<file path="src/rtl/iic_req_arbiter_if.sv">
// Request/response and engine bus of the two-client IIC request arbiter.
// Client i owns bit i of the 2-bit vectors and slice i of the packed fields.
interface iic_req_arbiter_if #(
    parameter int ADDR_W = 8,
    parameter int DATA_W = 8
);
    // Client request side
    logic [1:0]          req_valid;
    logic [1:0]          req_rw;
    logic [2*ADDR_W-1:0] req_addr;
    logic [2*DATA_W-1:0] req_wdata;
    logic [1:0]          req_ready;

    // Client response side
    logic [1:0]          rsp_done;
    logic [1:0]          rsp_err;
    logic [DATA_W-1:0]   rsp_rdata;
    logic                busy;

    // Shared IIC engine side
    logic                eng_write_en;
    logic                eng_read_en;
    logic [ADDR_W-1:0]   eng_addr;
    logic [DATA_W-1:0]   eng_wdata;
    logic                eng_done;
    logic [DATA_W-1:0]   eng_rdata;

    // Arbiter view
    modport slave (
        input  req_valid, req_rw, req_addr, req_wdata, eng_done, eng_rdata,
        output req_ready, rsp_done, rsp_err, rsp_rdata, busy,
               eng_write_en, eng_read_en, eng_addr, eng_wdata
    );

    // Clients plus engine view
    modport master (
        output req_valid, req_rw, req_addr, req_wdata, eng_done, eng_rdata,
        input  req_ready, rsp_done, rsp_err, rsp_rdata, busy,
               eng_write_en, eng_read_en, eng_addr, eng_wdata
    );
endinterface

</file>
<file path="src/rtl/iic_req_arbiter.sv">
// Two-client round-robin arbiter/sequencer in front of the shared IIC engine.
// One transaction at a time: grant, start pulse, wait for done or timeout,
// then a one-cycle response to the granted client. All outputs registered.
module iic_req_arbiter #(
    parameter int ADDR_W      = 8,
    parameter int DATA_W      = 8,
    parameter int TIMEOUT_CYC = 500000
) (
    input  logic              s_clk,
    input  logic              s_rst,
    iic_req_arbiter_if.slave  arb
);

    // TIMEOUT_CYC >= 2, so the counter is at least one bit and never wraps
    // because it restarts from zero in ISSUE.
    localparam int              CNT_W    = $clog2(TIMEOUT_CYC);
    localparam logic [CNT_W-1:0] CNT_LAST = CNT_W'(TIMEOUT_CYC - 32'sd1);
    localparam logic [CNT_W-1:0] CNT_ONE  = CNT_W'(32'd1);

    typedef enum logic [1:0] {
        ST_IDLE  = 2'd0,
        ST_ISSUE = 2'd1,
        ST_WAIT  = 2'd2,
        ST_RESP  = 2'd3
    } state_t;

    state_t             state_r;
    logic               grant_r;
    logic               last_grant_r;
    logic               rw_r;
    logic [CNT_W-1:0]   cnt_r;

    logic [1:0]         req_ready_r;
    logic [1:0]         rsp_done_r;
    logic [1:0]         rsp_err_r;
    logic [DATA_W-1:0]  rsp_rdata_r;
    logic               busy_r;
    logic               eng_write_en_r;
    logic               eng_read_en_r;
    logic [ADDR_W-1:0]  eng_addr_r;
    logic [DATA_W-1:0]  eng_wdata_r;

    logic               grant_s;
    logic               rw_sel_s;
    logic [ADDR_W-1:0]  addr_sel_s;
    logic [DATA_W-1:0]  wdata_sel_s;
    logic [1:0]         grant_onehot_s;
    logic [1:0]         sel_onehot_s;

    assign arb.req_ready    = req_ready_r;
    assign arb.rsp_done     = rsp_done_r;
    assign arb.rsp_err      = rsp_err_r;
    assign arb.rsp_rdata    = rsp_rdata_r;
    assign arb.busy         = busy_r;
    assign arb.eng_write_en = eng_write_en_r;
    assign arb.eng_read_en  = eng_read_en_r;
    assign arb.eng_addr     = eng_addr_r;
    assign arb.eng_wdata    = eng_wdata_r;

    assign grant_onehot_s = grant_r ? 2'b10 : 2'b01;
    assign sel_onehot_s   = grant_s ? 2'b10 : 2'b01;

    // Round-robin choice: a lone requester wins, a tie goes away from last_grant
    always_comb begin
        grant_s = 1'b0;
        case (arb.req_valid)
            2'b01:   grant_s = 1'b0;
            2'b10:   grant_s = 1'b1;
            2'b11:   grant_s = ~last_grant_r;
            default: grant_s = 1'b0;
        endcase
    end

    // Pick the granted client's direction, address and write byte
    always_comb begin
        if (grant_s) begin
            rw_sel_s    = arb.req_rw[1];
            addr_sel_s  = arb.req_addr[ADDR_W +: ADDR_W];
            wdata_sel_s = arb.req_wdata[DATA_W +: DATA_W];
        end else begin
            rw_sel_s    = arb.req_rw[0];
            addr_sel_s  = arb.req_addr[0 +: ADDR_W];
            wdata_sel_s = arb.req_wdata[0 +: DATA_W];
        end
    end

    // Transaction sequencer; pulse outputs are set on entry to the state that owns them
    always_ff @(posedge s_clk or posedge s_rst) begin
        if (s_rst) begin
            state_r        <= ST_IDLE;
            grant_r        <= 1'b0;
            last_grant_r   <= 1'b1;
            rw_r           <= 1'b0;
            cnt_r          <= {CNT_W{1'b0}};
            req_ready_r    <= 2'b00;
            rsp_done_r     <= 2'b00;
            rsp_err_r      <= 2'b00;
            rsp_rdata_r    <= {DATA_W{1'b0}};
            busy_r         <= 1'b0;
            eng_write_en_r <= 1'b0;
            eng_read_en_r  <= 1'b0;
            eng_addr_r     <= {ADDR_W{1'b0}};
            eng_wdata_r    <= {DATA_W{1'b0}};
        end else begin
            case (state_r)
                ST_IDLE: begin
                    // eng_done is deliberately ignored here
                    if (arb.req_valid != 2'b00) begin
                        grant_r        <= grant_s;
                        rw_r           <= rw_sel_s;
                        eng_addr_r     <= addr_sel_s;
                        eng_wdata_r    <= wdata_sel_s;
                        req_ready_r    <= sel_onehot_s;
                        eng_read_en_r  <= rw_sel_s;
                        eng_write_en_r <= ~rw_sel_s;
                        busy_r         <= 1'b1;
                        state_r        <= ST_ISSUE;
                    end
                end
                ST_ISSUE: begin
                    // Accept and start pulses are visible for exactly this cycle
                    req_ready_r    <= 2'b00;
                    eng_write_en_r <= 1'b0;
                    eng_read_en_r  <= 1'b0;
                    cnt_r          <= {CNT_W{1'b0}};
                    state_r        <= ST_WAIT;
                end
                ST_WAIT: begin
                    // Completion has priority over a timeout in the same cycle
                    if (arb.eng_done) begin
                        rsp_rdata_r <= rw_r ? arb.eng_rdata : {DATA_W{1'b0}};
                        rsp_err_r   <= 2'b00;
                        rsp_done_r  <= grant_onehot_s;
                        state_r     <= ST_RESP;
                    end else if (cnt_r == CNT_LAST) begin
                        rsp_rdata_r <= {DATA_W{1'b0}};
                        rsp_err_r   <= grant_onehot_s;
                        rsp_done_r  <= grant_onehot_s;
                        state_r     <= ST_RESP;
                    end else begin
                        cnt_r <= cnt_r + CNT_ONE;
                    end
                end
                ST_RESP: begin
                    // rsp_rdata keeps its value until the next capture
                    rsp_done_r   <= 2'b00;
                    rsp_err_r    <= 2'b00;
                    last_grant_r <= grant_r;
                    busy_r       <= 1'b0;
                    state_r      <= ST_IDLE;
                end
                default: begin
                    req_ready_r    <= 2'b00;
                    rsp_done_r     <= 2'b00;
                    rsp_err_r      <= 2'b00;
                    eng_write_en_r <= 1'b0;
                    eng_read_en_r  <= 1'b0;
                    busy_r         <= 1'b0;
                    state_r        <= ST_IDLE;
                end
            endcase
        end
    end

endmodule
</file>
<file path="src/flat_wrapper.sv">
// flat-port wrapper written by rule: the top's interface ports become plain ports
module iic_req_arbiter_flat 
#(
    parameter int ADDR_W      = 8,
    parameter int DATA_W      = 8,
    parameter int TIMEOUT_CYC = 500000
)
  (s_clk, s_rst, arb_req_valid, arb_req_rw, arb_req_addr, arb_req_wdata, arb_eng_done, arb_eng_rdata, arb_req_ready, arb_rsp_done, arb_rsp_err, arb_rsp_rdata, arb_busy, arb_eng_write_en, arb_eng_read_en, arb_eng_addr, arb_eng_wdata);
  iic_req_arbiter_if #(.ADDR_W(ADDR_W), .DATA_W(DATA_W)) arb_i ();
  input  logic s_clk;
  input  logic s_rst;
  input wire logic [$bits(arb_i.req_valid)-1:0] arb_req_valid;
  input wire logic [$bits(arb_i.req_rw)-1:0] arb_req_rw;
  input wire logic [$bits(arb_i.req_addr)-1:0] arb_req_addr;
  input wire logic [$bits(arb_i.req_wdata)-1:0] arb_req_wdata;
  input wire logic [$bits(arb_i.eng_done)-1:0] arb_eng_done;
  input wire logic [$bits(arb_i.eng_rdata)-1:0] arb_eng_rdata;
  output wire logic [$bits(arb_i.req_ready)-1:0] arb_req_ready;
  output wire logic [$bits(arb_i.rsp_done)-1:0] arb_rsp_done;
  output wire logic [$bits(arb_i.rsp_err)-1:0] arb_rsp_err;
  output wire logic [$bits(arb_i.rsp_rdata)-1:0] arb_rsp_rdata;
  output wire logic [$bits(arb_i.busy)-1:0] arb_busy;
  output wire logic [$bits(arb_i.eng_write_en)-1:0] arb_eng_write_en;
  output wire logic [$bits(arb_i.eng_read_en)-1:0] arb_eng_read_en;
  output wire logic [$bits(arb_i.eng_addr)-1:0] arb_eng_addr;
  output wire logic [$bits(arb_i.eng_wdata)-1:0] arb_eng_wdata;
  assign arb_i.req_valid = arb_req_valid;
  assign arb_i.req_rw = arb_req_rw;
  assign arb_i.req_addr = arb_req_addr;
  assign arb_i.req_wdata = arb_req_wdata;
  assign arb_i.eng_done = arb_eng_done;
  assign arb_i.eng_rdata = arb_eng_rdata;
  assign arb_req_ready = arb_i.req_ready;
  assign arb_rsp_done = arb_i.rsp_done;
  assign arb_rsp_err = arb_i.rsp_err;
  assign arb_rsp_rdata = arb_i.rsp_rdata;
  assign arb_busy = arb_i.busy;
  assign arb_eng_write_en = arb_i.eng_write_en;
  assign arb_eng_read_en = arb_i.eng_read_en;
  assign arb_eng_addr = arb_i.eng_addr;
  assign arb_eng_wdata = arb_i.eng_wdata;
  iic_req_arbiter #(.ADDR_W(ADDR_W), .DATA_W(DATA_W), .TIMEOUT_CYC(TIMEOUT_CYC)) u_core (.s_clk(s_clk), .s_rst(s_rst), .arb(arb_i));
endmodule
</file>
<file path="config.mk">
export PLATFORM = sky130hd
export DESIGN_NAME = iic_req_arbiter_flat
export DESIGN_NICKNAME = d
export VERILOG_FILES = /design/src/rtl/iic_req_arbiter_if.sv /design/src/rtl/iic_req_arbiter.sv /design/src/flat_wrapper.sv
export SDC_FILE = /design/constraint.sdc
export NUM_CORES = 1
export LEC_CHECK = 0
export ABC_CLOCK_PERIOD_IN_PS = 3000
export BUFFER_PORTS_ARGS = -buffer_cell sky130_fd_sc_hd__buf_2
export CAP_MARGIN = 15
export CORE_ASPECT_RATIO = 1.2
export CORE_UTILIZATION = 55
export CTS_CLUSTER_DIAMETER = 200
export CTS_CLUSTER_SIZE = 16
export DETAILED_ROUTE_END_ITERATION = 6
export HOLD_SLACK_MARGIN = 0.06
export MAX_ROUTING_LAYER = met4
export PLACE_DENSITY_LB_ADDON = 0.05
export RECOVER_POWER = 50
export REMOVE_ABC_BUFFERS = 1
export SYNTH_ARGS = -nofsm -noshare
export SYNTH_HDL_FRONTEND = slang
export SYNTH_SLANG_ARGS = --single-unit
</file>
<file path="constraint.sdc">
create_clock -name s_clk -period 3 [get_ports s_clk]
set_input_delay 0.6 -clock s_clk [delete_from_list [all_inputs] [get_ports s_clk]]
set_output_delay 0.6 -clock s_clk [all_outputs]
set_load 0.03 [all_outputs]
</file>
==> results of run 1 <==
-- worst max-delay path: cells and delay by family (launching register included) --
kind                     cells  cell delay [ns]
adder cells (fa/ha/maj)      1             0.42
multiplexers                 2             0.51
buffers and inverters        2             0.37
AND/OR/NAND/NOR              1             0.22
AO/OA/AOI/OAI                1             0.17
flip-flops                   1             0.42
-- registers in the layout, indices dropped and copies added (netlist names) --
signal	cells
u_core.cnt_r	19
u_core.arb.eng_addr	8
u_core.arb.eng_wdata	8
u_core.arb.rsp_rdata	8
u_core.arb.req_ready	2
u_core.arb.rsp_done	2
u_core.arb.rsp_err	2
u_core.state_r	2
u_core.arb.busy	1
u_core.arb.eng_read_en	1
u_core.arb.eng_write_en	1
u_core.grant_r	1
u_core.last_grant_r	1
u_core.rw_r	1
-- stage by stage --
stage                     worst slack, ns  cells  area (sq um)  utilization  power, W
after global routing                0.636    431          3520        0.714   0.00365
after CTS                           0.787    431          3550        0.719   0.00347
after global placement              0.893    415          3310        0.671   0.00258
after detailed placement            0.833    415          3310        0.671   0.00261
after floorplan                    -0.293    268          2780            -   0.00215
final                               0.804    431          3520        0.714   0.00341
-- synthesized netlist by cell type, drive strengths merged (4+ instances only) --
cell type  instances  area (sq um)
dfrtp             56          1400
nand2             39           146
o21ai             30           154
mux2i             20           200
nor2              18          67.6
a22o              12           105
and3              10          65.1
nor3               9          45.0
nand3              7          40.0
nand4              7          43.8
buf                6          41.3
ha                 6          75.1
inv                6          22.5
mux2               5          56.3
a211o              4          35.0
a21oi              4          20.0
clkbuf             4          15.0
nand2b             4          25.0
-- how the worst min path moves through the flow --
stage	start	slack [ns]	cells past startpoint	endpoint
3_5_place_dp	u_core.arb.eng_addr[4]	0.46	2	u_core.arb.eng_addr[4]
4_1_cts	s_rst	0.32	2	u_core.arb.rsp_rdata[2]
3_3_place_gp	u_core.arb.eng_addr[0]	0.46	2	u_core.arb.eng_addr[0]
6_report	arb_eng_rdata[2]	0.47	2	u_core.arb.rsp_rdata[2]
5_1_grt	arb_eng_rdata[5]	0.46	2	u_core.arb.rsp_rdata[5]
2_1_floorplan	u_core.rw_r	0.46	1	u_core.rw_r
-- cell type report --
type / count / area (sq um)
multi-input combinational: 205 / 1330
sequential: 57 / 1430
tap: 60 / 75.1
inverter: 6 / 22.5
clock buffer: 12 / 165
fill: 373 / 1420
clock inverter: 4 / 73.8
timing repair buffer: 87 / 430
-- per-layer routing --
| layer | up-vias | track usage | wire length (um) |
|---|---|---|---|
| li1 | 1185 | - | - |
| met1 | 1154 | 0.311 | 2720 |
| met2 | 70 | 0.443 | 3390 |
| met3 | 9 | 0.0810 | 319 |
| met4 | 0 | 0.136 | 108 |
| met5 | - | - | 0 |
-- layout by cell type (no fill, tap or decap), types with 2 or more instances in the layout --
cell type,instances
a221o_1,3
a21oi_1,4
a22o_1,12
nor3_1,9
clkbuf_8,12
bufinv_16,2
and3_2,2
mux2_2,5
o2bb2ai_1,2
a21o_1,2
nand2b_1,4
ha_1,6
a211o_1,4
buf_4,6
clkbuf_1,16
xnor2_1,2
mux2i_1,20
o21ai_0,29
nand3_1,6
nor2b_1,3
buf_2,65
dfrtp_1,56
and4_1,2
inv_1,6
nand4b_1,2
and3_1,8
nor2_1,18
o31ai_1,3
nand2_1,39
nand4_1,7
-- logic make-up (layout without fill, tap and decap cells) --
kind of cell / after synthesis / in the layout
AND/OR/NAND/NOR: 107 / 107
AO/OA/AOI/OAI: 64 / 64
flip-flops: 57 / 57
multiplexers: 25 / 25
buffers and inverters: 16 / 109
adder cells (fa/ha/maj): 6 / 6
XOR/XNOR: 3 / 3
-- report_power, final --
| group | switching, W | leakage [nW] | internal, W |
|---|---|---|---|
| Sequential | 0.000164 | 0.742 | 0.00103 |
| Combinational | 0.000925 | 0.900 | 0.000451 |
| Clock | 0.000311 | 0.123 | 0.000535 |
| Total | 0.00140 | 1.76 | 0.00201 |
==> flow_summary.ini, run 1 <==
[clock_tree]
clock-sinks = 57
post-cts-setup-buffers = 0
cts_tree = done
insertion_delay_ns = 0.34
htreeDepth = 3
hold_buffers = 0
cts_resized = 0
cts-root-buf = clkbuf_8
clk_pin_slew_ns = 0.07
cts_buffers = 9
clk_path_buf_depth = 2

[die]
die_width_um = 67.5
initial_core_util = 0.573
die_h_um = 80.6
coreArea_sq_um = 4940
die_area_sq_um = 5440
placementRows = 28
ios = 80

[setup_path]
endpoint = u_core.cnt_r[2]
start_kind = register
r2r_start = u_core.state_r[0]
worst-r2r-cell-count = 7
end_kind = register
crit_start = u_core.state_r[0]
r2r_slack_ns = 0.80
path_cells = inv_1 -> ha_1 -> nor2b_1 -> o31a_1 -> buf_4 -> mux2_2 -> mux2i_1
cp.required_ns = 3.26
worstReg2RegEnd = u_core.cnt_r[2]
crit_arrival_ns = 2.45
crit_slowest_cell = dfrtp_1
slowest_delay_ns = 0.42
path_max_fanout = 24
worstSetupPathType = register to register

[synth]
async_flop_share = 1.00
yosys.area_share.simple = 0.189
synth_mux_area_frac = 0.0905
seq_area_frac_synth = 0.504
synth.cell_area_sq_um = 2830
synth-xor-area-share = 0.00928
synth_cell_type_count = 44
synth-main-ff-cell = dfrtp_1
syn_area_per_cell_sq_um = 10.2
yosysWarningCount = 0
synth_seq_cells = 57
synth_top_family_by_area = simple AND/OR/NAND/NOR gates
synth-compound-area-share = 0.153
synth_edf_count = 0
syn-instance-count = 278
synth_fa_ha_area_frac = 0.0265

[place]
place_congestion = 0.900
portBuffers = 79
dp_hpwl_mm = 4.69

[timing]
post-route-period-util = 0.732
fmax_mhz = 455
clock_skew_ns = 0.00751
period_needed_ns = 2.20
setup_viol = 0
setup_tns_ns = 0
worst_hold_slack_ns = 0.469
hold_viol = 0
slew_headroom = 0.306
rsz0062_at_grt = false
slew_viol_final = 0
worst_pin_slew_ns = 1.04

[drt]
vias_per_cell = 5.61
antenna_left = 0
drt_iter0_markers = 136
dr.pass1.iters = 4
route.detailed.wl_per_inst_um = 15.2
drc = 0
wl_mm = 6.54
vias = 2418

[power_and_ir_drop]
power.density_nw_per_um2 = 969
ir_worst_vdd_v = 0.000589
p_leak_nw = 1.76

[job]
maxCapViolCount = 0

[layout]
num-nets-final = 419
area_growth_pct = 24.4
drive_gt1_frac = 0.267
diodes = 0

[global_route]
antenna_found_initial = 0
grt_pass1_wl_mm = 10.7
grt_usage = 0.277
overflow = 0
grt_pass1_vias = 2337
grt_max_degree = 34

[outcome]
status = complete, no violations

[worst_hold_path]
hold_path_class = input port to register
(Power assumes the default switching activity.)
==> run 2, diff against run 1 <==
--- a/config.mk
+++ b/config.mk
@@ -5,11 +5,11 @@
 export SDC_FILE = /design/constraint.sdc
 export NUM_CORES = 1
 export LEC_CHECK = 0
-export ABC_CLOCK_PERIOD_IN_PS = 3000
+export ABC_CLOCK_PERIOD_IN_PS = 1900
 export BUFFER_PORTS_ARGS = -buffer_cell sky130_fd_sc_hd__buf_2
 export CAP_MARGIN = 15
 export CORE_ASPECT_RATIO = 1.2
-export CORE_UTILIZATION = 55
+export CORE_UTILIZATION = 47
 export CTS_CLUSTER_DIAMETER = 200
 export CTS_CLUSTER_SIZE = 16
 export DETAILED_ROUTE_END_ITERATION = 6
==> constraint.sdc (replaced) <==
create_clock -name s_clk -period 1.9 [get_ports s_clk]
set_input_delay 0.38 -clock s_clk [delete_from_list [all_inputs] [get_ports s_clk]]
set_output_delay 0.38 -clock s_clk [all_outputs]
set_load 0.03 [all_outputs]
==> run 2 against run 1 <==
The run now ends with negative setup slack left. Worst hold slack got worse by 0.21 ns. Critical endpoint is now u_core.cnt_r[10]. Highest routed layer unchanged. Count of clock-buffer cells in the layout fell by 2. Largest cell class is now multi-input combinational cells. Flip-flop and latch count is the same. Worst setup slack worse by 0.87 ns.
==> flow_summary.ini, run 2 (synthesis results as in run 1) <==
[power_and_ir_drop]
ir_worst_vdd_v = 0.000939
power.density_nw_per_um2 = 1450
p_leak_nw = 2.06

[clock_tree]
htreeDepth = 3
cts_buffers = 9
hold_buffers = 0
clk_path_buf_depth = 2
clk_pin_slew_ns = 0.07
cts_tree = done
clock-sinks = 57
insertion_delay_ns = 0.33
cts-root-buf = clkbuf_8

[die]
placementRows = 30
ios = 80
die_width_um = 72.9
initial_core_util = 0.493
die_area_sq_um = 6340
coreArea_sq_um = 5740
die_h_um = 87.0

[layout]
final_common_cell = buf_2
num-nets-final = 462
diodes = 0
area_growth_pct = 41.7
final_core_util = 0.699
drive_gt1_frac = 0.411
largest_reg_flops = 19
top_register = u_core.cnt_r
layout_common_cells = 77 x buf_2, 56 x dfrtp_1, 40 x buf_4

[timing]
post-route-period-util = 1.03
period_needed_ns = 1.97
setup_ws_ns = -0.0661
setup_tns_ns = -0.339
clock_skew_ns = 0.00595
worst_pin_slew_ns = 1.20
slew_headroom = 0.201
rsz0062_at_grt = true
fmax_mhz = 509
slew_viol_final = 0
setup_viol = 7
hold_viol = 0

[setup_path]
start_kind = register
path_depth = 7
worst-path-buf-inv = 1
cp.required_ns = 2.11
worstSetupPathType = register to register
worst-r2r-cell-count = 7
crit_arrival_ns = 2.18
path_cells = ha_2 -> and4_4 -> nand4_1 -> o31a_1 -> buf_4 -> and3_1 -> a211o_1
end_kind = register
crit_slowest_cell = o31a_1
path_max_fanout = 5
path_delay_family = compound AO/OA/AOI/OAI gates
slowest_delay_ns = 0.37

[global_route]
overflow = 0
grt_pass1_wl_mm = 11.4
grt_pass1_vias = 2483
grt_usage = 0.244
grt_max_degree = 37
antenna_found_initial = 0

[place]
dp_hpwl_mm = 5.07
portBuffers = 79
place_congestion = 0.865

[outcome]
status = finished, violations left
violations = negative setup slack

[drt]
drt_iter0_markers = 149
vias = 2569
drc = 0
dr.pass1.iters = 4
vias_per_cell = 5.20
antenna_left = 0
wl_mm = 7.15
route.detailed.wl_per_inst_um = 14.5

[worst_hold_path]
hold_path_class = input port to register
hold_depth = 2

[job]
maxCapViolCount = 0
==> run 2: changes by cell type in the layout (fill, tap and decap cells not counted), moves of 2 or more <==
cell,delta
buf_6,+6
nor2_4,+2
clkbuf_1,-11
o21ai_0,-5
buf_4,+34
nor2_1,-2
buf_2,+12
clkinv_2,+2
clkbuf_8,-3
nor3_1,-2
o21ai_2,+3
o2bb2ai_1,-2
==> run 2: what timing repair did <==
action | 4_1_cts | 5_1_grt
gates resized for setup | 9 | 26
pin swaps | 4 | 13
endpoints found under the setup margin | 12 | 28
gates cloned | 1 | 0
setup buffers | 2 | 3
==> run 2: area by class of cell <==
| class | count | area, sq um |
|---|---|---|
| multi-input cells | 205 | 1450 |
| inverters | 6 | 22.5 |
| well taps | 80 | 100 |
| clock buffers | 10 | 128 |
| fillers | 472 | 1730 |
| repair buffers | 130 | 808 |
| flip-flops and latches | 57 | 1430 |
| clock inverters | 6 | 82.6 |
==> run 2: path summary, 6_finish.rpt <==
path,startpoint,endpoint,slack (ns)
min in group asynchronous,s_rst,u_core.arb.rsp_rdata[7],0.34
hold / removal,arb_eng_rdata[3],u_core.arb.rsp_rdata[3],0.26
max in group asynchronous,s_rst,u_core.cnt_r[3],0.73
hold reg to reg,u_core.arb.eng_addr[6],u_core.arb.eng_addr[6],0.47
setup / recovery,u_core.cnt_r[1],u_core.cnt_r[10],-0.07
setup reg to reg,u_core.cnt_r[1],u_core.cnt_r[10],-0.07
==> run 2: power by group <==
group	internal, W	switching (W)	leakage [nW]
logic	0.00109	0.00163	1.21
registers	0.00162	0.000238	0.742
clock network	0.000732	0.000503	0.106
==> run 2: per-stage QoR <==
stage	cell area (sq um)	instances	power, W	setup WS (ns)	hold WS, ns
floorplan	2780	268	0.00340	-1.17	0.456
global placement	3640	472	0.00436	-0.0338	0.422
detailed placement	3640	472	0.00441	-0.0631	0.436
CTS	3910	491	0.00569	-0.0127	0.0689
global route	4020	494	0.00615	-0.149	0.253
finish	4020	494	0.00581	-0.0661	0.260
==> run 2: metal layers <==
metal	vias to the layer above	part of all wire	global-route usage
li1	1268	-	-
met1	1218	0.43	0.297
met2	77	0.52	0.398
met3	6	0.036	0.0509
met4	0	0.0080	0.0891
met5	-	0	-
